## config.mk

```make
export PLATFORM = sky130hd
export DESIGN_NAME = b_a_4
export DESIGN_NICKNAME = d
export VERILOG_FILES = /design/src/rtl/b_a_4.sv
export SDC_FILE = /design/constraint.sdc
export NUM_CORES = 1
export LEC_CHECK = 0
export CAP_MARGIN = 30
export CORE_AREA = 5 5 42 44
export DETAILED_ROUTE_END_ITERATION = 12
export DIE_AREA = 0 0 47 49
export HOLD_SLACK_MARGIN = 0.02
export PLACE_DENSITY = 0.67
export SLEW_MARGIN = 20
export SYNTH_ARGS = -nofsm -noshare
export SYNTH_HDL_FRONTEND = slang
export SYNTH_SLANG_ARGS = --single-unit
```

## constraint.sdc

```tcl
create_clock -name clk -period 2.9 [get_ports clk]
set_clock_uncertainty 0.1 [all_clocks]
set_input_delay 0.58 -clock clk [delete_from_list [all_inputs] [get_ports clk]]
set_output_delay 0.58 -clock clk [all_outputs]
set_load 0.005 [all_outputs]
```

## src/rtl/b_a_4.sv

```systemverilog
// b_a_4: 4-bit ripple-carry adder slice with carry-in/carry-out.
// The sum, carry and overflow paths are purely combinational so that a
// cascade of slices settles in a single evaluation. Registered copies
// of the same results are provided for pipelined consumers.
//
// Ports (declaration order is fixed; the first five stay
// positional-compatible with legacy (s, c_out, a, b, c_in) instances):
//   s        out [3:0]  combinational sum, (a + b + c_in) mod 16
//   c_out    out        combinational carry out of bit 3
//   a, b     in  [3:0]  unsigned addends
//   c_in     in         carry-in
//   clk      in         rising-edge clock for the registered copies
//   rst      in         asynchronous active-high reset for the registered copies
//   ovf      out        combinational signed overflow, carry into bit 3 ^ carry out of bit 3
//   s_q      out [3:0]  s registered on clk
//   c_out_q  out        c_out registered on clk
//   ovf_q    out        ovf registered on clk
module b_a_4 (
    output logic [3:0] s,
    output logic       c_out,
    input  logic [3:0] a,
    input  logic [3:0] b,
    input  logic       c_in,
    input  logic       clk,
    input  logic       rst,
    output logic       ovf,
    output logic [3:0] s_q,
    output logic       c_out_q,
    output logic       ovf_q
);

    localparam int unsigned W = 4;

    // c[i] is the carry into cell i; c[W] is the carry out of the slice.
    logic [W:0] c;

    // Ripple chain of full-adder cells.
    always_comb begin
        c    = '0;
        s    = '0;
        c[0] = c_in;
        for (int unsigned i = 0; i < W; i++) begin
            s[i]   = a[i] ^ b[i] ^ c[i];
            c[i+1] = (a[i] & b[i]) | (a[i] & c[i]) | (b[i] & c[i]);
        end
    end

    assign c_out = c[W];
    assign ovf   = c[W-1] ^ c[W];

    logic [3:0] s_d;
    logic       c_out_d;
    logic       ovf_d;

    assign s_d     = s;
    assign c_out_d = c_out;
    assign ovf_d   = ovf;

    // Unconditional capture every cycle; reset clears the registered copies.
    always_ff @(posedge clk or posedge rst) begin
        if (rst) begin
            s_q     <= 4'h0;
            c_out_q <= 1'b0;
            ovf_q   <= 1'b0;
        end else begin
            s_q     <= s_d;
            c_out_q <= c_out_d;
            ovf_q   <= ovf_d;
        end
    end

endmodule

```

==> Implementation_results.wiki, run 1 <==
{| class="wikitable"
! Metric !! Value
|-
| Worst setup SP type || input port
|-
| Layout net count || 78
|-
| Part of the Yosys area used for sequential elements || between 50% and 60%
|-
| DRC || 0
|-
| Number of buffer cells added on primary ports || 22
|-
| Cell count after synthesis || 22
|-
| CP Cell Sequence || buf_6, inv_2, fa_2, inv_2, fa_2, fa_2, inv_2, fa_2, inv_2, buf_6
|-
| Number of DRC violations after detailed-routing iteration 0 || 0
|-
| Share of the cycle needed by the critical path after routing || 102%
|-
| Detailed-route wire length || 751 µm
|-
| Critical Path Sink || s[3]
|-
| Final GP Congestion || 0.596
|-
| Site row count || 14
|-
| Class of the tightest hold or removal check || in -> async
|-
| Number of antenna violations at the first check in global routing || 0
|-
| FF/Latch Area || 150 µm²
|-
| Number of buffer and inverter instances along the worst setup path || 6
|-
| Share of Yosys cell area claimed by the top area cell type || 53.6%
|-
| Clock input transition at the sequential cells of the worst setup and hold paths || 40 ps
|-
| Post-DP HPWL || around 560 µm
|-
| Total of flip-flops plus latches after synthesis || 6
|-
| Crit path max fanout || 2
|-
| Most numerous cell types in the synthesized netlist || inv_1 (11), dfrtp_1 (6), fa_1 (4)
|-
| Longest individual stage delay on the worst path || 420 ps
|-
| RSZ-0062 raised after global routing || true
|-
| Die Height || 49 µm
|-
| Via density || 3.70
|-
| Syn_area_per_cell || about 13 µm²
|-
| CTS H-Tree Depth || 1
|-
| Yosys warnings || 0
|-
| Relative area change from synthesis to final layout || 140%
|-
| Startpoint of the worst setup timing path || b[0]
|-
| Cell class contributing the biggest share of worst-path delay || adder cells
|-
| Violated checks || negative setup slack
|-
| Total of fill cells in the finished design || 157
|-
| Mapped Nets || 37
|-
| P per Cell Area || 488 nW/µm²
|-
| Outcome || finished, violations left
|-
| GRT overflow || 0
|-
| Post-route design area || approximately 670 µm²
|-
| Total setup violations reported at the end of the flow || 2
|-
| Most used flip-flop cell after synthesis || dfrtp_1
|-
| Total global routing track utilization || roughly 7.6%
|-
| Starting density of the core || 20.0%
|-
| Period minus WS final || 2970 ps
|-
| Class of the most critical setup path || in -> out
|-
| Synth unique cells || 4
|-
| Antenna cell count || 0
|-
| Number of logic stages on the critical path including buffering || 10
|-
| Cells taking the most area after synthesis || dfrtp_1 (54%), fa_1 (29%), inv_1 (15%)
|-
| Ratio of cells with drive above 1 in the final layout || 57.4%
|-
| CTS Buf Count || 3
|-
| Pin count of the biggest net entering global routing || 7
|-
| Chip width || 47 µm
|-
| Crit path capture type || output pin
|-
| Dpl ws || -918 ps
|-
| Setup TNS after final layout || -120 ps
|-
| Timing-limited maximum frequency || 337 MHz
|-
| Per-cell routed wire length || roughly 9.8 µm
|-
| Crit path max-delay cell type || fa_2
|-
| Final worst slack || -66.9 ps
|-
| First-pass iteration count of the detailed router || 1
|-
| First-pass GRT wire length || 1110 µm
|-
| Count of clock tree sinks || 6
|-
| Slew @ Worst Pin || 217 ps
|-
| Area occupied by multi-input gates || 118 µm²
|-
| Hold Violations, Final || 0
|-
| Die area || 2300 µm²
|-
| Layout Utilization || 47.9%
|-
| Leakage || between 0.0003 and 0.0004 µW
|-
| Max cap viols || 0
|-
| CTS max path bufs || 2
|-
| Worst EP required || roughly 2200 ps
|-
| CTS root buf || clkbuf_4
|-
| Clock tree from TritonCTS || built
|-
| Total standard cell area after synthesis || 280 µm²
|-
| Arrival time of the worst setup path || ~2300 ps
|-
| Remaining antenna violation count || 0
|-
| Core region area || about 1400 µm²
|-
| Placed Area || 558 µm²
|-
| Proportion of synthesized flip-flops having asynchronous set or reset || 100%
|-
| Total number of vias || around 290
|-
| Number of placed I/O pins || 23
|-
| Library cell with the highest instance count after synthesis || inv_1
|-
| Final Slew Violations || 0
|-
| Hold Slack || about 450 ps
|-
| Max IR drop VDD || between 0.0001 and 0.00015 V
|-
| Rel. slew slack || between 80 and 90%
|-
| Largest area contributor in the synthesized netlist || dfrtp_1
|-
| Number of global-route vias before repair || 268
|-
| Number of enable flip-flop cells after synthesis || 0
|}
metrics by stage:
stage | total power, µW | instances
floorplan | 129 | 22
global placement | 217 | 65
detailed placement | 219 | 65
CTS | 318 | 74
global route | 352 | 77
finish | 328 | 77
state kept, by name, summed over array words and instances (netlist names):
signal / cells
s_q: 4
ovf_q: 1
c_out_q: 1
metal layers:
layer	wire length (µm)	global-route usage, %
met4	42	9.68
met2	473	13.1
met5	0	0
met3	72	2.58
met1	163	4.75
cell usage in the layout (no fill, tap or decap):
| cell | n |
|---|---|
| clkdlybuf4s50_1 | 13 |
| inv_1 | 4 |
| dfrtp_1 | 6 |
| buf_2 | 2 |
| buf_4 | 13 |
| fa_2 | 4 |
| inv_2 | 7 |
| buf_6 | 5 |
| dlygate4sd2_1 | 3 |
| clkbuf_4 | 3 |
| xnor2_4 | 1 |
final cells by class:
class | count | area share [%]
Clock buffer | 3 | 3.35
Inverter | 11 | 6.15
Timing Repair Buffer | 36 | 47.7
Tap cell | 16 | 2.98
Multi-Input combinational cell | 5 | 17.5
Sequential cell | 6 | 22.3
cells by family after synthesis:
group                      count (synthesis)  share of synthesized area [%]
xor gates and xnor gates                   1                           3.13
DFF                                        6                           53.6
adders and majority gates                  4                           28.6
buffers and inverters                     11                           14.7
what timing repair did:
action / CTS / global route
pin swaps: 5 / 5
setup endpoints to repair: 5 / 3
endpoints found under the hold margin: 0 / 0
buffers inserted: 6 / 3
gates resized for setup: 40 / 3
hold buffers: 0 / 0
how the worst min path moves through the flow:
stage	start	endpoint	slack, ps	cells past startpoint
floorplan	rst	c_out_q	270	1
global placement	rst	ovf_q	700	2
detailed placement	rst	c_out_q	720	2
CTS	rst	s_q[2]	450	2
global route	rst	s_q[0]	460	2
finish	rst	s_q[2]	450	2
power breakdown:
part | internal [µW] | leakage, µW | switching (µW) | total (µW)
clock | 46.6 | 0.0000138 | 27.9 | 74.5
sequential | 98.0 | 0.0000699 | 3.26 | 101
combinational | 106 | 0.000253 | 46.6 | 152
total | 250 | 0.000337 | 77.8 | 328
Note: power is estimated with default switching activity, not from simulation.
==> run 2, diff against run 1 <==
Clock period 2.9 ns to 2.6 ns, I/O delays scaled along.
==> run 2 against run 1 <==
Against the previous run:
- power up 0.53%
- the flow still finishes with violations (negative setup slack)
- final area down 8.9%
- global-route usage decreased by 1.3 points
- wire length decreased by 8.5%
- worst hold slack got worse by 59 ps
- critical path type unchanged
- critical path depth unchanged
- clock power increased by 8.9%
- sequential power rose by 12%
- combinational power decreased by 11%
- die area unchanged
- via count fell by 7.0%
- critical endpoint unchanged
==> Implementation_results.wiki, run 2 (same netlist as run 1, synthesis figures left out) <==
{| class="wikitable"
! Metric !! Value
|-
| Via density || 3.79 (was 3.70)
|-
| Most common library cell in the layout ignoring fill and taps || clkdlybuf4s50_1
|-
| Class of the most critical setup path || in -> out (unchanged)
|-
| Number of placed instances, taps included || 64 (was 65)
|-
| Worst EP required || 1980 ps (was 2220 ps)
|-
| Total setup violations reported at the end of the flow || 3 (was 2)
|-
| Cell class contributing the biggest share of worst-path delay || adder cells (unchanged)
|-
| Class of the tightest hold or removal check || in -> async (unchanged)
|-
| Total global routing track utilization || 6.26% (was 7.60%)
|-
| GRT overflow || 0 (unchanged)
|-
| Placed Area || 553 µm² (was 558 µm²)
|-
| CTS root buf || clkbuf_4 (unchanged)
|-
| Count of clock tree sinks || 6 (unchanged)
|-
| Met2 global-route usage || 10.6% (was 13.1%)
|-
| P per Cell Area || 539 nW/µm² (was 488 nW/µm²)
|-
| Leakage || 0.000302 µW (was 0.000337 µW)
|-
| Antenna cell count || 0 (unchanged)
|-
| Share of the cycle needed by the critical path after routing || 109%
|-
| Registers with the most flip-flops || s_q (4), c_out_q (1), ovf_q (1) (unchanged)
|-
| Detailed-route wire length || 687 µm (was 751 µm)
|-
| Per-cell routed wire length || 9.81 µm (was 9.75 µm)
|-
| Arrival time of the worst setup path || 2220 ps (was 2290 ps)
|-
| Critical Path Sink || s[3] (unchanged)
|-
| Met3 global-route usage || 0% (was 2.58%)
|-
| Worst setup SP type || input port (unchanged)
|-
| Timing-limited maximum frequency || 352 MHz
|-
| Max IR drop VDD || 0.000201 V (was 0.000144 V)
|-
| FF/Latch Area || 150 µm² (unchanged)
|-
| Number of DRC violations after detailed-routing iteration 0 || 1 (was 0)
|-
| Setup TNS after final layout || -450 ps (was -120 ps)
|-
| Die Height || 49 µm (unchanged)
|-
| Area occupied by multi-input gates || 106 µm² (was 118 µm²)
|-
| Final Power || 330 µW (was 328 µW)
|-
| Busiest layer in global routing || met2 (unchanged)
|-
| Max cap viols || 0 (unchanged)
|-
| CTS max path bufs || 2 (unchanged)
|-
| Starting density of the core || 20.0% (unchanged)
|-
| Startpoint of the worst setup timing path || a[0] (was b[0])
|-
| Number of global-route vias before repair || 254 (was 268)
|-
| Rel. slew slack || 85.8% (was 85.5%)
|-
| Core region area || 1400 µm² (unchanged)
|-
| Die area || 2300 µm² (unchanged)
|-
| Violated checks || negative setup slack (unchanged)
|-
| Hold Violations, Final || 0 (unchanged)
|-
| Final GP Congestion || 0.578 (was 0.596)
|-
| Number of buffer and inverter instances along the worst setup path || 6 (unchanged)
|-
| Layout Cells excl Fill || 70 (was 77)
|-
| Period minus WS final || around 2800 ps
|-
| Clock tree from TritonCTS || built (unchanged)
|-
| Relative area change from synthesis to final layout || 118% (was 140%)
|-
| Site row count || 14 (unchanged)
|-
| Hold Slack || 389 ps (was 448 ps)
|-
| Number of placed I/O pins || 23 (unchanged)
|-
| Number of logic stages on the critical path including buffering || 10 (unchanged)
|-
| Crit path capture type || output pin (unchanged)
|-
| Number of antenna violations at the first check in global routing || 0 (unchanged)
|-
| First-pass GRT wire length || 897 µm (was 1110 µm)
|-
| RSZ-0062 raised after global routing || true (unchanged)
|-
| Clock input transition at the sequential cells of the worst setup and hold paths || 40 ps (about the same)
|-
| First-pass iteration count of the detailed router || 2 (was 1)
|-
| Highest-count cells in the layout ignoring fill and taps || clkdlybuf4s50_1 (13), buf_4 (7), dfrtp_1 (6) (was clkdlybuf4s50_1 (13), buf_4 (13), inv_2 (7))
|-
| Ratio of cells with drive above 1 in the final layout || 53.7% (was 57.4%)
|-
| Register containing the most flip-flops in the final layout || s_q (unchanged)
|-
| Number of buffer cells added on primary ports || 22 (unchanged)
|-
| Post-route design area || 612 µm² (was 672 µm²)
|-
| Max reg flops || 4 (unchanged)
|-
| Pin count of the biggest net entering global routing || 7 (unchanged)
|-
| Layout net count || 71 (was 78)
|-
| CTS H-Tree Depth || 1 (unchanged)
|-
| Outcome || finished, violations left (unchanged)
|-
| Worst path most repeated cell || fa_2
|-
| Total number of vias || 265 (was 285)
|-
| Crit path max-delay cell type || fa_2 (unchanged)
|-
| CP Cell Sequence || buf_6, inv_4, fa_2, inv_2, fa_2, fa_2, inv_2, fa_2, inv_2, buf_6 (was buf_6, inv_2, fa_2, inv_2, fa_2, fa_2, inv_2, fa_2, inv_2, buf_6)
|-
| Final worst slack || -244 ps (was -66.9 ps)
|-
| Slew @ Worst Pin || 213 ps (was 217 ps)
|-
| GR Util met1 || 4.55% (was 4.75%)
|-
| Chip width || 47 µm (unchanged)
|-
| Crit path max fanout || 2 (unchanged)
|-
| Remaining antenna violation count || 0 (unchanged)
|-
| Longest individual stage delay on the worst path || 430 ps (was 420 ps)
|-
| Total of fill cells in the finished design || 148 (was 157)
|-
| CTS Buf Count || 3 (unchanged)
|-
| Post-DP HPWL || 574 µm (was 560 µm)
|-
| Final Slew Violations || 0 (unchanged)
|-
| DRC || 0 (unchanged)
|}
[run 2: cell types whose count changed in the layout (fill, tap and decap cells not counted), sizes merged]
cell	delta
buf	-6
dlygate4sd2	-1
[run 2: routing by layer]
metal,share of wire (%),wire [µm]
met3,9.6,66
met4,5.5,38
met2,60,409
met1,25,171
met5,0,0
[run 2: where the power goes]
| group | total, µW | switching (µW) | internal [µW] |
|---|---|---|---|
| sequential | 113 | 3.68 | 109 |
| clock | 81.1 | 29.2 | 51.9 |
| combinational | 136 | 43.8 | 91.8 |
[run 2: per-stage QoR]
stage	util, %	worst slack (ps)
detailed placement	39.5	-1090
finish	43.7	-244
global route	43.7	-303
floorplan	-	-66.1
CTS	42.1	-317
global placement	39.5	-1060
[run 2: timing repair]
item / CTS / global route
hold buffers: 0 / 0
gates resized for setup: 43 / 3
setup buffers: 2 / 1
pin swaps: 5 / 5
endpoints found under the setup margin: 7 / 4
[run 2: area by class of cell]
| class | count | area share (%) |
|---|---|---|
| repair buffers | 29 | 43.6 |
| flip-flops and latches | 6 | 24.5 |
| multi-input cells | 5 | 17.4 |
| inverters | 11 | 7.57 |
| clock buffers | 3 | 3.68 |
| well taps | 16 | 3.27 |
[run 2: worst min path at each step]
stage / start / slack (ps) / endpoint / cells past startpoint
floorplan: rst / 210 / c_out_q / 1
global placement: rst / 640 / ovf_q / 2
detailed placement: rst / 650 / c_out_q / 2
CTS: rst / 400 / s_q[2] / 2
global route: rst / 430 / s_q[2] / 2
finish: rst / 390 / s_q[2] / 2
==> run 3, diff against run 2 <==
Settings changed: TNS_END_PERCENT set to 30.
==> run 3 against run 2 <==
Against the previous run:
- the flow still finishes with violations (negative setup slack)
- non-clock buffer count decreased by 2
- power is 2.0% lower
- die area stayed put
- clock power hardly changed
- critical path type unchanged
- highest routed layer unchanged
==> Implementation_results.wiki, run 3 (same netlist as run 1, synthesis figures left out) <==
{| class="wikitable"
! Metric !! Value
|-
| Number of antenna violations at the first check in global routing || 0 (unchanged)
|-
| Most common library cell in the layout ignoring fill and taps || clkdlybuf4s50_1 (unchanged)
|-
| Layout Utilization || 42.6% (was 43.7%)
|-
| Relative area change from synthesis to final layout || 113% (was 118%)
|-
| Class of the most critical setup path || in -> out (unchanged)
|-
| Clock tree from TritonCTS || built (unchanged)
|-
| CP Cell Sequence || buf_6, inv_4, fa_2, inv_2, fa_2, fa_2, inv_2, fa_2, inv_2, buf_6 (unchanged)
|-
| Detailed-route wire length || 676 µm (was 687 µm)
|-
| Share of the cycle needed by the critical path after routing || 109% (about the same)
|-
| Final GP Congestion || 0.578 (unchanged)
|-
| Remaining antenna violation count || 0 (unchanged)
|-
| Final worst slack || -243 ps (was -244 ps)
|-
| Number of global-route vias before repair || 253 (was 254)
|-
| Pin count of the biggest net entering global routing || 7 (unchanged)
|-
| Site row count || 14 (unchanged)
|-
| Number of buffer and inverter instances along the worst setup path || 6 (unchanged)
|-
| Ratio of cells with drive above 1 in the final layout || 51.9% (was 53.7%)
|-
| Post-DP HPWL || 574 µm (unchanged)
|-
| Violated checks || negative setup slack (unchanged)
|-
| Cell class contributing the biggest share of worst-path delay || adder cells (unchanged)
|-
| Total setup violations reported at the end of the flow || 3 (unchanged)
|-
| Max cap viols || 0 (unchanged)
|-
| CTS root buf || clkbuf_4 (unchanged)
|-
| Count of clock tree sinks || 6 (unchanged)
|-
| Chip width || 47 µm (unchanged)
|-
| Number of buffer cells added on primary ports || 22 (unchanged)
|-
| Final Slew Violations || 0 (unchanged)
|-
| Crit path max fanout || 2 (unchanged)
|-
| Slew @ Worst Pin || 213 ps (about the same)
|-
| Antenna cell count || 0 (unchanged)
|-
| Number of DRC violations after detailed-routing iteration 0 || 1 (unchanged)
|-
| Registers with the most flip-flops || s_q (4), c_out_q (1), ovf_q (1) (unchanged)
|-
| Crit path capture type || output pin (unchanged)
|-
| Die area || 2300 µm² (unchanged)
|-
| CTS max path bufs || 2 (unchanged)
|-
| Crit path max-delay cell type || fa_2 (unchanged)
|-
| Class of the tightest hold or removal check || in -> async (unchanged)
|-
| Die Height || 49 µm (unchanged)
|-
| Hold Slack || 389 ps (about the same)
|-
| Total global routing track utilization || 6.26% (unchanged)
|-
| Via density || 3.79 (about the same)
|-
| Arrival time of the worst setup path || 2220 ps (about the same)
|-
| Core region area || 1400 µm² (unchanged)
|-
| RSZ-0062 raised after global routing || true (unchanged)
|-
| Highest-count cells in the layout ignoring fill and taps || clkdlybuf4s50_1 (13), dfrtp_1 (6), inv_2 (5), buf_6 (5), buf_4 (5) (was clkdlybuf4s50_1 (13), buf_4 (7), dfrtp_1 (6))
|-
| Period minus WS final || 2840 ps (about the same)
|-
| Rel. slew slack || 85.8% (about the same)
|-
| CTS H-Tree Depth || 1 (unchanged)
|-
| Starting density of the core || 20.0% (unchanged)
|-
| Timing-limited maximum frequency || 352 MHz (about the same)
|-
| First-pass iteration count of the detailed router || 2 (unchanged)
|-
| Max reg flops || 4 (unchanged)
|-
| Worst path most repeated cell || fa_2 (unchanged)
|-
| Number of placed I/O pins || 23 (unchanged)
|-
| Total number of vias || 258 (was 265)
|-
| Register containing the most flip-flops in the final layout || s_q (unchanged)
|-
| Startpoint of the worst setup timing path || a[0] (unchanged)
|-
| Total of fill cells in the finished design || 149 (was 148)
|-
| P per Cell Area || 542 nW/µm² (was 539 nW/µm²)
|-
| Per-cell routed wire length || 9.94 µm (was 9.81 µm)
|-
| Worst EP required || 1980 ps (about the same)
|-
| Layout net count || 69 (was 71)
|-
| Clock input transition at the sequential cells of the worst setup and hold paths || 40 ps (about the same)
|-
| First-pass GRT wire length || 897 µm (unchanged)
|-
| Worst setup SP type || input port (unchanged)
|-
| Hold Violations, Final || 0 (unchanged)
|-
| DRC || 0 (unchanged)
|-
| CTS Buf Count || 3 (unchanged)
|-
| Leakage || 0.000292 µW (was 0.000302 µW)
|-
| GRT overflow || 0 (unchanged)
|-
| Outcome || finished, violations left (unchanged)
|-
| Longest individual stage delay on the worst path || 430 ps (about the same)
|-
| Max IR drop VDD || 0.000182 V (was 0.000201 V)
|}
[run 3: cell type report]
type / instances / area (µm²) / share of cell area (%)
timing repair buffer: 27 / 251 / 42.1
sequential: 6 / 150 / 25.2
multi-input combinational: 5 / 106 / 17.8
inverter: 11 / 46.3 / 7.76
clock buffer: 3 / 22.5 / 3.77
tap: 16 / 20.0 / 3.35
[run 3: timing repair]
item	CTS	global route
buffers inserted	1	0
pin swaps	5	5
endpoints found under the setup margin	7	4
resized for setup	43	3
hold buffers	0	0
[run 3: per-layer routing]
metal / global-route usage [%] / share of wire, % / vias up
li1: - / - / 117
met3: 0 / 9.8 / 4
met2: 10.6 / 59 / 16
met1: 4.55 / 25 / 121
met4: 9.68 / 5.6 / 0
met5: 0 / 0 / -
[run 3: final timing paths]
path,end,slack (ps),cells past startpoint
setup / recovery,s[3],-240,10
hold / removal,s_q[2],390,2
max in group asynchronous,ovf_q,1830,2
min in group clk,s_q[1],650,2
[run 3: power breakdown]
part / internal (µW) / leakage, µW / switching (µW) / total [µW]
clock: 51.9 / 0.0000138 / 29.2 / 81.1
sequential: 109 / 0.0000699 / 3.68 / 113
combinational: 86.6 / 0.000209 / 42.6 / 129
total: 248 / 0.000292 / 75.4 / 323
[run 3: stage by stage]
| stage | instances | setup slack, ps | cell area (µm²) | setup TNS (ps) | total power (µW) |
|---|---|---|---|---|---|
| 6_report | 68 | -243 | 597 | -443 | 323 |
| 5_1_grt | 68 | -303 | 597 | -651 | 342 |
| 4_1_cts | 68 | -317 | 582 | -680 | 328 |
| 3_5_place_dp | 64 | -1090 | 553 | -4720 | 241 |
| 3_3_place_gp | 64 | -1060 | 553 | -4510 | 238 |
| 2_1_floorplan | 22 | -66.1 | 283 | -114 | 145 |
